<file path="config.mk">
export PLATFORM = sky130hd
export DESIGN_NAME = uart_rx_byte
export DESIGN_NICKNAME = d
export VERILOG_FILES = /design/src/rtl/uart_rx_byte.sv
export SDC_FILE = /design/constraint.sdc
export NUM_CORES = 1
export LEC_CHECK = 0
export CORE_MARGIN = 2
export CORE_UTILIZATION = 55
export CTS_BUF_LIST = sky130_fd_sc_hd__clkbuf_2 sky130_fd_sc_hd__clkbuf_4 sky130_fd_sc_hd__clkbuf_8
export DETAILED_ROUTE_END_ITERATION = 8
export DONT_BUFFER_PORTS = 1
export PLACE_DENSITY = 0.7
export REMOVE_ABC_BUFFERS = 1
export SYNTH_ARGS = -nofsm -noshare
export SYNTH_HDL_FRONTEND = slang
export SYNTH_SLANG_ARGS = --single-unit
</file>
<file path="constraint.sdc">
create_clock -name clk -period 5.9 [get_ports clk]
set_clock_uncertainty 0.2 [all_clocks]
set_input_delay 1.18 -clock clk [delete_from_list [all_inputs] [get_ports clk]]
set_output_delay 1.18 -clock clk [all_outputs]
set_load 0.01 [all_outputs]
</file>
<file path="src/rtl/uart_rx_byte.sv">
// uart_rx_byte: serial byte receiver for an idle-high asynchronous line.
// Receives 8N1 frames by default; define UART_RX_PARITY_EN to receive 8E1
// frames and drive o_parity_err. Every decision is taken on the output of a
// two-flop synchronizer, sampling at the middle of each bit period.
module uart_rx_byte #(
  parameter int CLK_HZ = 50_000_000,
  parameter int BAUD   = 9600
) (
  input  logic       clk,
  input  logic       rst_n,
  input  logic       i_rx,
  output logic [7:0] o_data,
  output logic       o_valid,
  output logic       o_frame_err,
  output logic       o_parity_err,
  output logic       o_busy
);

  localparam int CLKS_PER_BIT = CLK_HZ / BAUD;
  localparam int HALF         = CLKS_PER_BIT / 2;
  localparam int CNT_W        = $clog2(CLKS_PER_BIT);

  // Terminal counts: the counter starts at 0 on state entry, so the sample
  // edge is the one on which the counter holds N-1.
  localparam logic [CNT_W-1:0] CNT_LAST = CNT_W'(CLKS_PER_BIT - 1);
  localparam logic [CNT_W-1:0] CNT_HALF = CNT_W'(HALF - 1);

  typedef enum logic [2:0] {
    S_IDLE,
    S_START,
    S_DATA,
`ifdef UART_RX_PARITY_EN
    S_PARITY,
`endif
    S_STOP,
    S_BREAK
  } state_t;

  logic             rx_meta_q;
  logic             rx_s_q;
  state_t           state_q,   state_d;
  logic [CNT_W-1:0] cnt_q,     cnt_d;
  logic [2:0]       bit_idx_q, bit_idx_d;
  logic [7:0]       shift_q,   shift_d;
  logic [7:0]       data_q,    data_d;
  logic             valid_q,   valid_d;
  logic             ferr_q,    ferr_d;
`ifdef UART_RX_PARITY_EN
  logic             par_mis_q, par_mis_d;
  logic             perr_q,    perr_d;
`endif

  // Two-flop synchronizer for the asynchronous line; resets to idle (high).
  always_ff @(posedge clk or negedge rst_n) begin
    if (!rst_n) begin
      rx_meta_q <= 1'b1;
      rx_s_q    <= 1'b1;
    end else begin
      rx_meta_q <= i_rx;
      rx_s_q    <= rx_meta_q;
    end
  end

  // Next-state logic: frame sequencing, bit sampling and one-cycle pulses.
  always_comb begin
    state_d   = state_q;
    cnt_d     = cnt_q + CNT_W'(1);
    bit_idx_d = bit_idx_q;
    shift_d   = shift_q;
    data_d    = data_q;
    valid_d   = 1'b0;
    ferr_d    = 1'b0;
`ifdef UART_RX_PARITY_EN
    par_mis_d = par_mis_q;
    perr_d    = 1'b0;
`endif
    case (state_q)
      S_IDLE: begin
        cnt_d = '0;
        if (!rx_s_q) state_d = S_START;
      end
      S_START: begin
        if (cnt_q == CNT_HALF) begin
          cnt_d = '0;
          // A start bit that is gone by its midpoint was only a glitch.
          if (rx_s_q) begin
            state_d = S_IDLE;
          end else begin
            state_d   = S_DATA;
            bit_idx_d = 3'd0;
          end
        end
      end
      S_DATA: begin
        if (cnt_q == CNT_LAST) begin
          cnt_d     = '0;
          shift_d   = {rx_s_q, shift_q[7:1]};
          bit_idx_d = bit_idx_q + 3'd1;
          if (bit_idx_q == 3'd7) begin
`ifdef UART_RX_PARITY_EN
            state_d = S_PARITY;
`else
            state_d = S_STOP;
`endif
          end
        end
      end
`ifdef UART_RX_PARITY_EN
      S_PARITY: begin
        if (cnt_q == CNT_LAST) begin
          cnt_d     = '0;
          // Even parity: data bits plus parity bit must XOR to zero.
          par_mis_d = rx_s_q ^ (^shift_q);
          state_d   = S_STOP;
        end
      end
`endif
      S_STOP: begin
        if (cnt_q == CNT_LAST) begin
          cnt_d = '0;
          // Leaving at the stop midpoint keeps back-to-back frames intact.
          if (!rx_s_q) begin
            ferr_d  = 1'b1;
            state_d = S_BREAK;
`ifdef UART_RX_PARITY_EN
          end else if (par_mis_q) begin
            perr_d  = 1'b1;
            state_d = S_IDLE;
`endif
          end else begin
            data_d  = shift_q;
            valid_d = 1'b1;
            state_d = S_IDLE;
          end
        end
      end
      S_BREAK: begin
        // Hold off until the line is released so a stuck-low line is one error.
        cnt_d = '0;
        if (rx_s_q) state_d = S_IDLE;
      end
      default: begin
        cnt_d   = '0;
        state_d = S_IDLE;
      end
    endcase
  end

  // Receiver state and registered outputs.
  always_ff @(posedge clk or negedge rst_n) begin
    if (!rst_n) begin
      state_q   <= S_IDLE;
      cnt_q     <= '0;
      bit_idx_q <= 3'd0;
      shift_q   <= 8'h00;
      data_q    <= 8'h00;
      valid_q   <= 1'b0;
      ferr_q    <= 1'b0;
`ifdef UART_RX_PARITY_EN
      par_mis_q <= 1'b0;
      perr_q    <= 1'b0;
`endif
    end else begin
      state_q   <= state_d;
      cnt_q     <= cnt_d;
      bit_idx_q <= bit_idx_d;
      shift_q   <= shift_d;
      data_q    <= data_d;
      valid_q   <= valid_d;
      ferr_q    <= ferr_d;
`ifdef UART_RX_PARITY_EN
      par_mis_q <= par_mis_d;
      perr_q    <= perr_d;
`endif
    end
  end

  assign o_data      = data_q;
  assign o_valid     = valid_q;
  assign o_frame_err = ferr_q;
  assign o_busy      = (state_q != S_IDLE);
`ifdef UART_RX_PARITY_EN
  assign o_parity_err = perr_q;
`else
  assign o_parity_err = 1'b0;
`endif

endmodule

</file>
Yosys cells after proc, flatten, opt, wreduce, memory -nomap -nowiden:

Cells that the tools add are included.

* flip-flop bits (word level): 39
* output and inout port bits: 12
* logic and storage cells: 55

* add/subtract/negate cells: 2
* eq/ne operators: 14
* multiplexer cells: 22
* reductions and logical operators: 8

Operators with widths (count)
* two-way mux 3 bit: 10
* two-way mux 13 bit: 2
* one-hot mux 13 bit (2 select lines): 1
* one-hot mux 3 bit (5 select lines): 1
* != test 2 bit (second input constant): 7
* adder 13 x 1 -> 13 bit (second input constant): 1
* == test 13 x 12 -> 1 bit (second input constant): 1
* == test 13 bit (second input constant): 1
* == test 3 x 2 -> 1 bit (second input constant): 2
* == test 3 bit (second input constant): 2
* two-way mux 1 bit: 6
* one-hot mux 3 bit (2 select lines): 1
* AND reduction 6 bit: 1
* AND reduction 4 bit: 1
* adder 3 x 1 -> 3 bit (second input constant): 1
* == test 3 x 1 -> 1 bit (second input constant): 1
* zero test 3 bit: 1
* AND reduction 3 bit: 1
* nonzero test 3 bit: 1
* two-way mux 2 bit: 1
* AND reduction 2 bit: 1
* nonzero test 2 bit: 1
* OR reduction 2 bit: 1

Depth between registers and ports, before layout:

Gate-level depths: netlist (run 1).

* word-level depth: 4
* gate-level depth with buffers: 6
* gate-level depth less buffers: 5

Worst setup path after synthesis (run 1):

Ideal clock, no wire load.

* path kind: flip-flop to output port
* start: reg state_q[2]
* end: out o_busy
* arrival: 0.901 ns
* slack: 3.619 ns
* cell stages (with the launch flop): 3
* cells stage by stage: dfrtp_1 > buf_4 > or3_1

* word-level cells in the longest chain between the ends: 1

Ends and longest elaborated chain
* start: declaration: line 41 `state_t state_q, state_d;`
* start signal: assignment: line 164 `state_q <= state_d;`
* nonzero test 3 bit: line 181 `assign o_busy = (state_q != S_IDLE);`
* end: declaration: line 16 `output logic o_busy`

No other way between the ends.

Worst setup path after layout (run 1):

Same ends and word-level chain as after synthesis.

==> flow_metrics.tcl, run 1 <==
set metrics [dict create \
    synth_enable_flop_cells 0 \
    drive_gt1_frac 0.252 \
    place_inst 193 \
    n_antenna_cell 0 \
    fin_area_um2 1970 \
    grt_pass1_wl_um 5690 \
    cellPowerDensity_nw_per_um2 232 \
    relSlewSlack 0.613 \
    critPathMaxStageDelay_ps 490 \
    ys_seq_elements 39 \
    reg2reg_slack_ps 3640 \
    gp_congestion 0.822 \
    vdd_drop_max_mv 0.162 \
    ctsHoldBuffers 0 \
    setup_viol 0 \
    hold_depth 0 \
    finalNonFillerCells 201 \
    avgSynthCellArea_um2 12.3 \
    hold_end "rx_s_q$_DFF_PN1_" \
    r2r_cells 5 \
    die_x_um 62.4 \
    yosys.area_share.adder 0.0200 \
    wl_per_cell_um 15.5 \
    drt_pass1_iterations 4 \
    timing.rr.start "cnt_q[0]$_DFF_PN0_" \
    syn_inst 153 \
    grt_pass1_vias 1164 \
    p_total_uw 456 \
    clkLatencyLatePin_ps 370 \
    worstHoldStart "rx_meta_q$_DFF_PN1_" \
    yosys_most_used_dff "dfrtp_1" \
    synth_mux_area_frac 0.112 \
    worstPathArrival_ps 1290 \
    cts_buffers 5 \
    place_area_um2 1890 \
    path_cells "or3_1" \
    fin_tns_setup_ps 0 \
    slew_violations 0 \
    timing.hold.ws_ps 173 \
    overflow 0 \
    critPathSlowestCell "dfrtp_1" \
    netlist_area_um2 1880 \
    clk_pin_slew_worst_paths_ps 120 \
    cts_max_level 2 \
    grt_max_degree 40 \
    async_reset_ff_frac 1.00 \
    cp_top_family "flip-flops" \
    viasPerCell 5.62 \
    tightest_slew_ps 580 \
    area_growth_pct 5.00 \
    start_util 0.567 \
    yosys.area_share.simple 0.219 \
    synth.distinct_cells 44 \
    cts_setup_buffers 0 \
    start_kind "flop" \
    dieArea_um2 3890 \
    p_leak_nw 0.895 \
    die-height_um 62.4 \
    grt_usage 0.191 \
    crit_path_end_kind "output pin" \
    core_um2 3310 \
    io_pins 15 \
    status "complete, no violations" \
    drtAntennaViolNets 0 \
    yosysWarningCount 0 \
    post-dp-hpwl_um 2160 \
    wl_um 3130 \
    cts_root_buf "clkbuf_4" \
    period_needed_ps 2670 \
    fin_nets 160 \
    min_path_type "reg -> reg" \
    synth-seq-area-share 0.522 \
    maxCapViolCount 0 \
    max_freq_mhz 374 \
    synth_common_cells "37 x dfrtp_1, 17 x nor2_1, 9 x nand3_1" \
    via_count 1129 \
    rows 21 \
    post_cts_resized 0 \
    cts_sinks 39 \
    cts_tree "done" \
    hold_viol_final 0 \
    io_buffers 0 \
    critPathBufInv 0 \
    path_max_fanout 9 \
    synth_compound_area_frac 0.0400 \
    worstPathRequired_ps 4520 \
    antenna_found_initial 0 \
    drtIter0Drc 90 \
    yosysTopAreaCell "dfrtp_1" \
    yosys.cell_count.top_type "dfrtp_1" \
    synth_xor_area_frac 0.0514 \
    fin_crit_sh 0.453 \
    clockBufferDepth 2 \
    drc 0 \
    reg2reg_to "cnt_q[2]$_DFF_PN0_" \
    rsz0062_at_grt "no" \
    synth_top_family_by_area "simple AND/OR/NAND/NOR gates" \
    critPathKind "reg -> out" \
    yosys-top-cells-area "dfrtp_1 49%, mux2_4 6.4%, mux2_2 4.8%" \
    yosys.area.top_type_share 0.494 \
]
## registers in the layout, indices dropped and copies added (netlist names)
name / flops
o_frame_err: 1
o_data: 8
shift_q: 8
bit_idx_q: 3
rx_meta_q: 1
o_valid: 1
rx_s_q: 1
cnt_q: 13
state_q: 3
## cell usage in the layout (no fill, tap or decap), types with 2 or more instances in the layout
| master | n |
|---|---|
| inv_1 | 4 |
| o21ai_0 | 3 |
| mux2_4 | 8 |
| nand2_1 | 5 |
| nand3_1 | 9 |
| and4bb_2 | 3 |
| nor4bb_1 | 2 |
| nor4b_1 | 2 |
| dfrtp_1 | 37 |
| xor2_1 | 3 |
| ha_1 | 3 |
| mux2_2 | 8 |
| nor2b_1 | 3 |
| xnor2_1 | 8 |
| clkbuf_4 | 5 |
| nand4_1 | 3 |
| dfstp_2 | 2 |
| and3_1 | 2 |
| nor2_1 | 17 |
| nor3_1 | 4 |
## layer usage
layer | share of wire | global-route usage | up-vias
met5 | 0 | 0 | -
met4 | 0.024 | 0.100 | 0
met3 | 0.041 | 0.0486 | 7
met2 | 0.48 | 0.293 | 17
met1 | 0.45 | 0.251 | 565
li1 | - | - | 540
## per-stage QoR
stage	utilization	worst slack [ps]
after CTS	0.595	3210
after global placement	0.570	3640
after global routing	0.595	3180
final	0.595	3230
after floorplan	-	3650
after detailed placement	0.570	3610
## worst max path at each step
stage / from / end / cells after the start
2_1_floorplan: state_q[2]$_DFFE_PN0P_ / o_busy / 1
3_3_place_gp: state_q[2]$_DFFE_PN0P_ / o_busy / 1
3_5_place_dp: state_q[2]$_DFFE_PN0P_ / o_busy / 1
4_1_cts: state_q[2]$_DFFE_PN0P_ / o_busy / 1
5_1_grt: state_q[2]$_DFFE_PN0P_ / o_busy / 1
6_report: state_q[2]$_DFFE_PN0P_ / o_busy / 1
## where the power goes
group          total [mW]  switching (mW)  internal [mW]
clock               0.185          0.0945         0.0904
sequential          0.270         0.00107          0.269
combinational     0.00159        0.000931       0.000660
total               0.456          0.0965          0.360
## cell families after synthesis
group | Yosys count
XOR/XNOR | 11
adder cells (fa/ha/maj) | 3
buffers and inverters | 10
flip-flops | 39
AO/OA/AOI/OAI | 10
multiplexers | 16
AND/OR/NAND/NOR | 63
other | 1
## area by class of cell
class | count | area (um2)
clock buffer | 5 | 37.5
clock inverter | 3 | 46.3
sequential | 39 | 978
fill | 283 | 1340
tap | 46 | 57.6
multi-input combinational | 104 | 835
inverter | 4 | 15.0
No activity file was read; power rests on OpenSTA's default activity.
==> run 2, diff against run 1 <==
PLACE_DENSITY = 0.73   (was 0.7)
clock period = 2.4 ns   (was 5.9 ns; I/O delays follow)
==> flow_metrics.tcl, run 2 (synthesis gave the netlist of run 1 again) <==
set metrics [dict create \
    cts_tree "done" \
    critPathMaxStageDelay_ps 430 \
    drtIter0Drc 59 \
    start_kind "flop" \
    die_x_um 62.4 \
    via_count 1163 \
    grt_usage 0.185 \
    grt_max_degree 40 \
    crit_path_end_kind "flop" \
    worstPathRequired_ps 2440 \
    start_util 0.567 \
    wl_um 3170 \
    cp_top_family "simple AND/OR/NAND/NOR gates" \
    layout_common_cells "37 x dfrtp_1, 17 x nor2_1, 9 x nand3_1" \
    drt_pass1_iterations 4 \
    post-dp-hpwl_um 2230 \
    max_flop_register "cnt_q" \
    grt_pass1_wl_um 5580 \
    maxCapViolCount 0 \
    n_antenna_cell 0 \
    slew_violations 0 \
    io_pins 15 \
    critPathSlowestCell "dfrtp_1" \
    period_needed_ps 2150 \
    fin_crit_sh 0.896 \
    cts_sinks 39 \
    vdd_drop_max_mv 0.447 \
    cts_root_buf "clkbuf_4" \
    max_freq_mhz 465 \
    fin_tns_setup_ps 0 \
    drc 0 \
    drive_gt1_frac 0.258 \
    place_inst 194 \
    min_path_type "reg -> reg" \
    antenna_found_initial 0 \
    clkLatencyLatePin_ps 350 \
    critPathBufInv 0 \
    setup_viol 0 \
    cts_setup_buffers 0 \
    gp_congestion 0.821 \
    cts_max_level 2 \
    post_cts_resized 0 \
    area_growth_pct 7.40 \
    fin_nets 164 \
    worstHoldStart "rx_meta_q$_DFF_PN1_" \
    p_leak_nw 0.922 \
    finalNonFillerCells 205 \
    critPathKind "reg -> reg" \
    io_buffers 0 \
    crit_path_start "cnt_q[0]$_DFF_PN0_" \
    die-height_um 62.4 \
    cts_buffers 5 \
    cellPowerDensity_nw_per_um2 559 \
    dieArea_um2 3890 \
    hold_viol_final 0 \
    rows 21 \
    overflow 0 \
    path_cells "ha_1 > and4bb_2 > nand4_2 > mux2_4" \
    path_max_fanout 11 \
    wl_per_cell_um 15.5 \
    clockBufferDepth 2 \
    fin_util 0.608 \
    final_common_cell "dfrtp_1" \
    status "complete, no violations" \
    fill_cells 267 \
    worstPathArrival_ps 2190 \
    ctsHoldBuffers 3 \
    clk_pin_slew_worst_paths_ps 120 \
    rsz0062_at_grt "no" \
    core_um2 3310 \
    grt_pass1_vias 1207 \
    drtAntennaViolNets 0 \
    viasPerCell 5.67 \
    timing.rr.start "cnt_q[0]$_DFF_PN0_" \
    largest_reg_flops 13 \
]
==> run 2: cell types whose count changed in the layout (fill, tap and decap cells not counted), sizes merged <==
cell,before,now
inv,5,4
buf,0,2
dlygate4sd3,0,2
clkinvlp,1,0
clkinv,0,2
==> run 2: cell type report <==
cell class	instances	area, um2	share of cell area
Clock buffer	5	37.5	0.0186
Tap cell	46	57.6	0.0286
Multi-Input combinational cell	104	835	0.414
Timing Repair Buffer	4	47.5	0.0236
Inverter	4	15.0	0.00745
Sequential cell	39	978	0.486
Clock inverter	3	43.8	0.0217
==> run 2: metrics by stage <==
step / power [mW] / hold WS (ps) / setup slack (ps) / instance area [um2]
floorplan: 0.678 / -15.6 / 477 / 1830
global placement: 0.679 / -14.4 / 343 / 1890
detailed placement: 0.679 / -14.3 / 248 / 1890
CTS: 1.14 / 168 / 232 / 2010
global route: 1.17 / 170 / 145 / 2010
finish: 1.13 / 165 / 250 / 2010
==> run 2: worst register-to-register path, cell delays in order, from the launching register on <==
cell      delay [ps]
dfrtp_1          430
ha_1             310
and4bb_2         300
nand4_2          380
mux2_4           440
==> run 2: path summary, 6_finish.rpt <==
check	end	slack, ps	cells after the start
hold reg to reg	rx_s_q$_DFF_PN1_	170	0
max in group asynchronous	rx_s_q$_DFF_PN1_	1360	2
setup / recovery	shift_q[4]$_DFFE_PN0P_	250	4
min in group asynchronous	cnt_q[10]$_DFF_PN0_	370	2
hold / removal	rx_s_q$_DFF_PN1_	170	0
setup reg to reg	shift_q[4]$_DFFE_PN0P_	250	4
==> run 2: report_power, final <==
part	switching, mW	total, mW	leakage [nW]	internal [mW]
clock	0.221	0.441	0.0452	0.219
sequential	0.00268	0.663	0.523	0.660
combinational	0.0149	0.0220	0.353	0.00716
==> run 2: per-layer routing <==
metal,track usage,up-vias,wire length [um]
met5,0,-,0
met4,0.0972,0,48
met3,0.0450,5,141
met2,0.293,27,1500
met1,0.236,584,1480
li1,-,547,-
==> patch 1: new RTL, settings of run 1 <==
Change the parameter `CLK_HZ` from 50_000_000 to 12_500_000.
--- a/src/rtl/uart_rx_byte.sv
+++ b/src/rtl/uart_rx_byte.sv
@@ -3,7 +3,7 @@
 // frames and drive o_parity_err. Every decision is taken on the output of a
 // two-flop synchronizer, sampling at the middle of each bit period.
 module uart_rx_byte #(
-  parameter int CLK_HZ = 50_000_000,
+  parameter int CLK_HZ = 12_500_000,
   parameter int BAUD   = 9600
 ) (
   input  logic       clk,
Behaviour: same outputs for any inputs over 10 cycles, from zero or initial values and one cycle with rst_n low; that may be too few to reach the edited logic, so the function may still have changed.
==> patch 1 against run 1 <==
- setup slack better by 0.011 ns
- power is 3.7% higher
- largest power group unchanged
- largest cell class unchanged
- highest routed layer unchanged
- cell area is 8.6% lower
- critical path depth stayed put
- sequential cell count is 2 lower
- first-iteration DRC count is 36% lower
- wire length is 18% lower
- via count is 9.8% lower
- synthesized area is 11% lower
==> patch 1: results (changes against run 1) <==
Min-Delay Endpoint=rx_s_q$_DFF_PN1_; Post-synth top cells=dfrtp_1, nor2_1, mux2_2, nand3_1, nand2_1; Distinct cells, synth=35 (-20%); status=completed; family with the most delay on the worst path=flip-flops; synth top area cells=dfrtp_1, mux2_2, nor2_1; largest net degree at the start of global routing=38 (-5.0%); worst r2r dst=cnt_q[3]$_DFF_PN0_; final WL=2.567 mm (-18%); vias in the first global route=952 (-18%); diode count=0 (unchanged); GRT Util Overall=16.70% (-2.4 points); Peak VDD IR=148.3 uV (-8.7%); share of cells above drive strength 1=21.92% (-3.2 points); layout net count=153 (-4.4%); DP Area=0.001694 mm2 (-10%); Ys Warns=0 (unchanged); dpl hpwl=1.763 mm (-19%); post-CTS resize count=0 (unchanged); clk buf depth=2 (unchanged); layout filler cell count=242 (-14%); gp weighted congestion=0.8108 (-1.4%); Reg2Reg Depth=6 (+1); clk slew on worst S/H paths=0.11 ns; global-route wire length before repair=4.271 mm (-25%); WP data arrival=1.28 ns; max reg flops=11 (-2); Slew @ Worst Pin=0.8604 ns (+0.2801 ns); Clk Latency, worst-skew pair=0.34 ns (-0.03 ns); Hold Startpoint=rx_meta_q$_DFF_PN1_; Critical Path Fanout Max=12 (+3); initial antenna violation count=0 (unchanged); Hold Crit Depth=0 (unchanged); DR vias=1,018 (-9.8%); Max stage delay on crit path=0.51 ns (+0.02 ns); Biggest register=cnt_q; initial DRC count=58 (-36%); hold crit path type=flop to flop; CTS Root Cell=clkbuf_4; Seq/Total Area, Yosys=55.33% (+3.2 points); Port-buffer cells=0 (unchanged); crit path max-delay cell type=dfrtp_1; CTS buffer count=5 (unchanged); reg2reg setup slack=3.56 ns (-0.08 ns); leakage power=0.0008303 uW (-7.2%)
==> patch 1: logic make-up (layout without fill, tap and decap cells) <==
group	after synthesis	count (layout)	share of synthesized area, %
other	1	1	0.2235
adder cells (fa/ha/maj)	5	5	3.729
buffers and inverters	10	13	2.610
flip-flops	37	37	55.33
AO/OA/AOI/OAI	11	11	4.176
XOR/XNOR	10	10	5.220
AND/OR/NAND/NOR	54	54	18.64
multiplexers	15	15	10.07
==> patch 1: worst max-delay path by stage <==
stage	from	to	slack (ns)	cells past startpoint
3_5_place_dp	cnt_q[0]$_DFF_PN0_	cnt_q[3]$_DFF_PN0_	3.55	6
2_1_floorplan	state_q[1]$_DFFE_PN0P_	o_busy	3.67	1
6_report	state_q[1]$_DFFE_PN0P_	o_busy	3.24	1
3_3_place_gp	state_q[1]$_DFFE_PN0P_	o_busy	3.65	1
5_1_grt	state_q[1]$_DFFE_PN0P_	o_busy	3.18	1
4_1_cts	state_q[1]$_DFFE_PN0P_	o_busy	3.23	1
==> patch 1: power by group <==
group          total (uW)  switching [uW]  internal [uW]
clock network         216            83.0            133
logic                1.19           0.945          0.243
registers             255           0.631            255
total                 473            84.6            388
==> patch 1: per-stage QoR <==
stage	utilization [%]	power [uW]	instances	hold slack, ns
3_5_place_dp	56.89	261.5	171	0.1475
6_report	60.46	472.9	179	0.1632
5_1_grt	60.46	490.8	179	0.1729
3_3_place_gp	56.89	261.5	171	0.1480
2_1_floorplan	-	261.1	138	0.1452
4_1_cts	60.46	478.8	179	0.1650
==> patch 1: final cells by class <==
cell class                 instances  area, um2  area share [%]
tap                               33      41.29           2.293
multi-input combinational         96      705.7           39.19
sequential                        37      928.4           51.56
clock inverter                     3      68.82           3.822
clock buffer                       5      37.54           2.085
inverter                           5      18.77           1.042
==> patch 1: layer usage <==
metal	track usage (%)	vias to the layer above	part of all wire, %
met1	21.37	498	47
met3	7.205	5	4.6
met4	5.844	0	1.6
met5	0	-	0
met2	25.27	16	47
li1	-	499	-
==> patch 2: new RTL, settings of run 1 <==
Made on the original files. `shift_q` and `data_q` no longer have a reset.
--- a/src/rtl/uart_rx_byte.sv
+++ b/src/rtl/uart_rx_byte.sv
@@ -152,8 +152,6 @@
       state_q   <= S_IDLE;
       cnt_q     <= '0;
       bit_idx_q <= 3'd0;
-      shift_q   <= 8'h00;
-      data_q    <= 8'h00;
       valid_q   <= 1'b0;
       ferr_q    <= 1'b0;
 `ifdef UART_RX_PARITY_EN
@@ -164,8 +162,6 @@
       state_q   <= state_d;
       cnt_q     <= cnt_d;
       bit_idx_q <= bit_idx_d;
-      shift_q   <= shift_d;
-      data_q    <= data_d;
       valid_q   <= valid_d;
       ferr_q    <= ferr_d;
 `ifdef UART_RX_PARITY_EN
@@ -173,6 +169,11 @@
       perr_q    <= perr_d;
 `endif
     end
+  end
+
+  always_ff @(posedge clk) begin
+    shift_q <= shift_d;
+    data_q  <= data_d;
   end
 
   assign o_data      = data_q;
Check against the original RTL: no difference found for any inputs over 10 cycles, from zero or initial values and one cycle with rst_n low; that may be too few to reach the edited logic, so the function may still have changed.
==> patch 2 against run 1 <==
- register-to-register slack gained 0.07 ns
- utilization grew 1.1 points
- setup slack gained 0.056 ns
- wire length shrank 16%
- synthesized cell count shrank 16%
- power grew 10%
- count of clock-buffer cells in the layout is the same
- global-route usage shrank 1.3 points
- sequential cell count is the same
- cell area shrank 7.6%
- synthesized area shrank 9.5%
- hold slack lost 0.012 ns
- non-clock buffer count grew 1
- final cell count shrank 17%
- critical endpoint unchanged
- highest routed layer unchanged
==> patch 2: results (changes against run 1) <==
Finished Layout Cells=167 (-17%); pre-CTS setup slack=3.702 ns (+0.08918 ns); layout net count=139 (-13%); Met1 Wirelength=1.224 mm (-13%); Distinct cells, synth=39 (-11%); DR vias=1,000 (-11%); wire length on met2=1.221 mm (-19%); layout filler cell count=224 (-21%); largest net degree at the start of global routing=24 (-40%); global-route wire length before repair=4.478 mm (-21%); met3 wire len=115 um (-10%); dpl hpwl=1.811 mm (-16%); xor/xnor share of the synthesized area=6.195% (+1.1 points); Adder-Cell Fraction of Synth Area=2.212% (+0.21 points); post-synthesis mux area share=0.6637% (-11 points); Avg WL per Cell=15.65 um (+0.68%); Critical Path Fanout Max=11 (+2); initial DRC count=42 (-53%); Peak VDD IR=148.3 uV (-8.7%); Slew @ Worst Pin=0.6738 ns (+0.09351 ns); met3 Use GR=6.769% (+1.9 points); EDFF count, synth=16 (+16); Post-synth top cells=dfrtp_1, nor2_1, edfxtp_1, xnor2_1, nor3_1; status=completed; synth top area cells=dfrtp_1, edfxtp_1, xnor2_1; WP data arrival=1.24 ns (-0.05 ns); Clk Latency, worst-skew pair=0.35 ns (-0.02 ns); Max stage delay on crit path=0.51 ns (+0.02 ns); vias in the first global route=972 (-16%); GRT Util Overall=17.79% (-1.3 points); share of cells above drive strength 1=16.42% (-8.7 points)
## patch 2: cell count changes after synthesis, sizes merged, moves of 3 or more
cell | before | now
dfrtp | 37 | 21
edfxtp | 0 | 16
nand2 | 6 | 3
o21ai | 3 | 0
nand3 | 10 | 6
nor3 | 4 | 8
mux2 | 16 | 1
## patch 2: power breakdown
group / internal (uW) / leakage [uW] / switching (uW) / total, uW
logic: 0.665 / 0.000219 / 1.40 / 2.06
clock network: 132 / 0.0000514 / 87.5 / 219
registers: 282 / 0.000443 / 0.541 / 282
total: 414 / 0.000714 / 89.4 / 504
## patch 2: path summary, 6_finish.rpt
kind	end	slack, ns	startpoint
max	o_busy	3.28	state_q[1]$_DFFE_PN0P_
min	rx_s_q$_DFF_PN1_	0.16	rx_meta_q$_DFF_PN1_
max reg2reg	cnt_q[11]$_DFF_PN0_	3.71	cnt_q[0]$_DFF_PN0_
min reg2reg	rx_s_q$_DFF_PN1_	0.16	rx_meta_q$_DFF_PN1_
max in group asynchronous	rx_meta_q$_DFF_PN1_	5.00	rst_n
min in group asynchronous	cnt_q[6]$_DFF_PN0_	0.30	rst_n
## patch 2: cell type report
type	count	share of cell area (%)
clock inverter	3	3.714
inverter	6	1.238
sequential	39	58.18
clock buffer	5	2.063
tap	33	2.270
multi-input combinational	80	32.12
timing repair buffer	1	0.4127
## patch 2: cells by family (layout without fill, tap and decap cells)
kind of cell             count (synthesis)  in the layout
AO/OA/AOI/OAI                           11             11
other                                    1              1
multiplexers                             1              1
buffers and inverters                   10             15
flip-flops                              39             39
AND/OR/NAND/NOR                         52             52
adder cells (fa/ha/maj)                  3              3
XOR/XNOR                                12             12
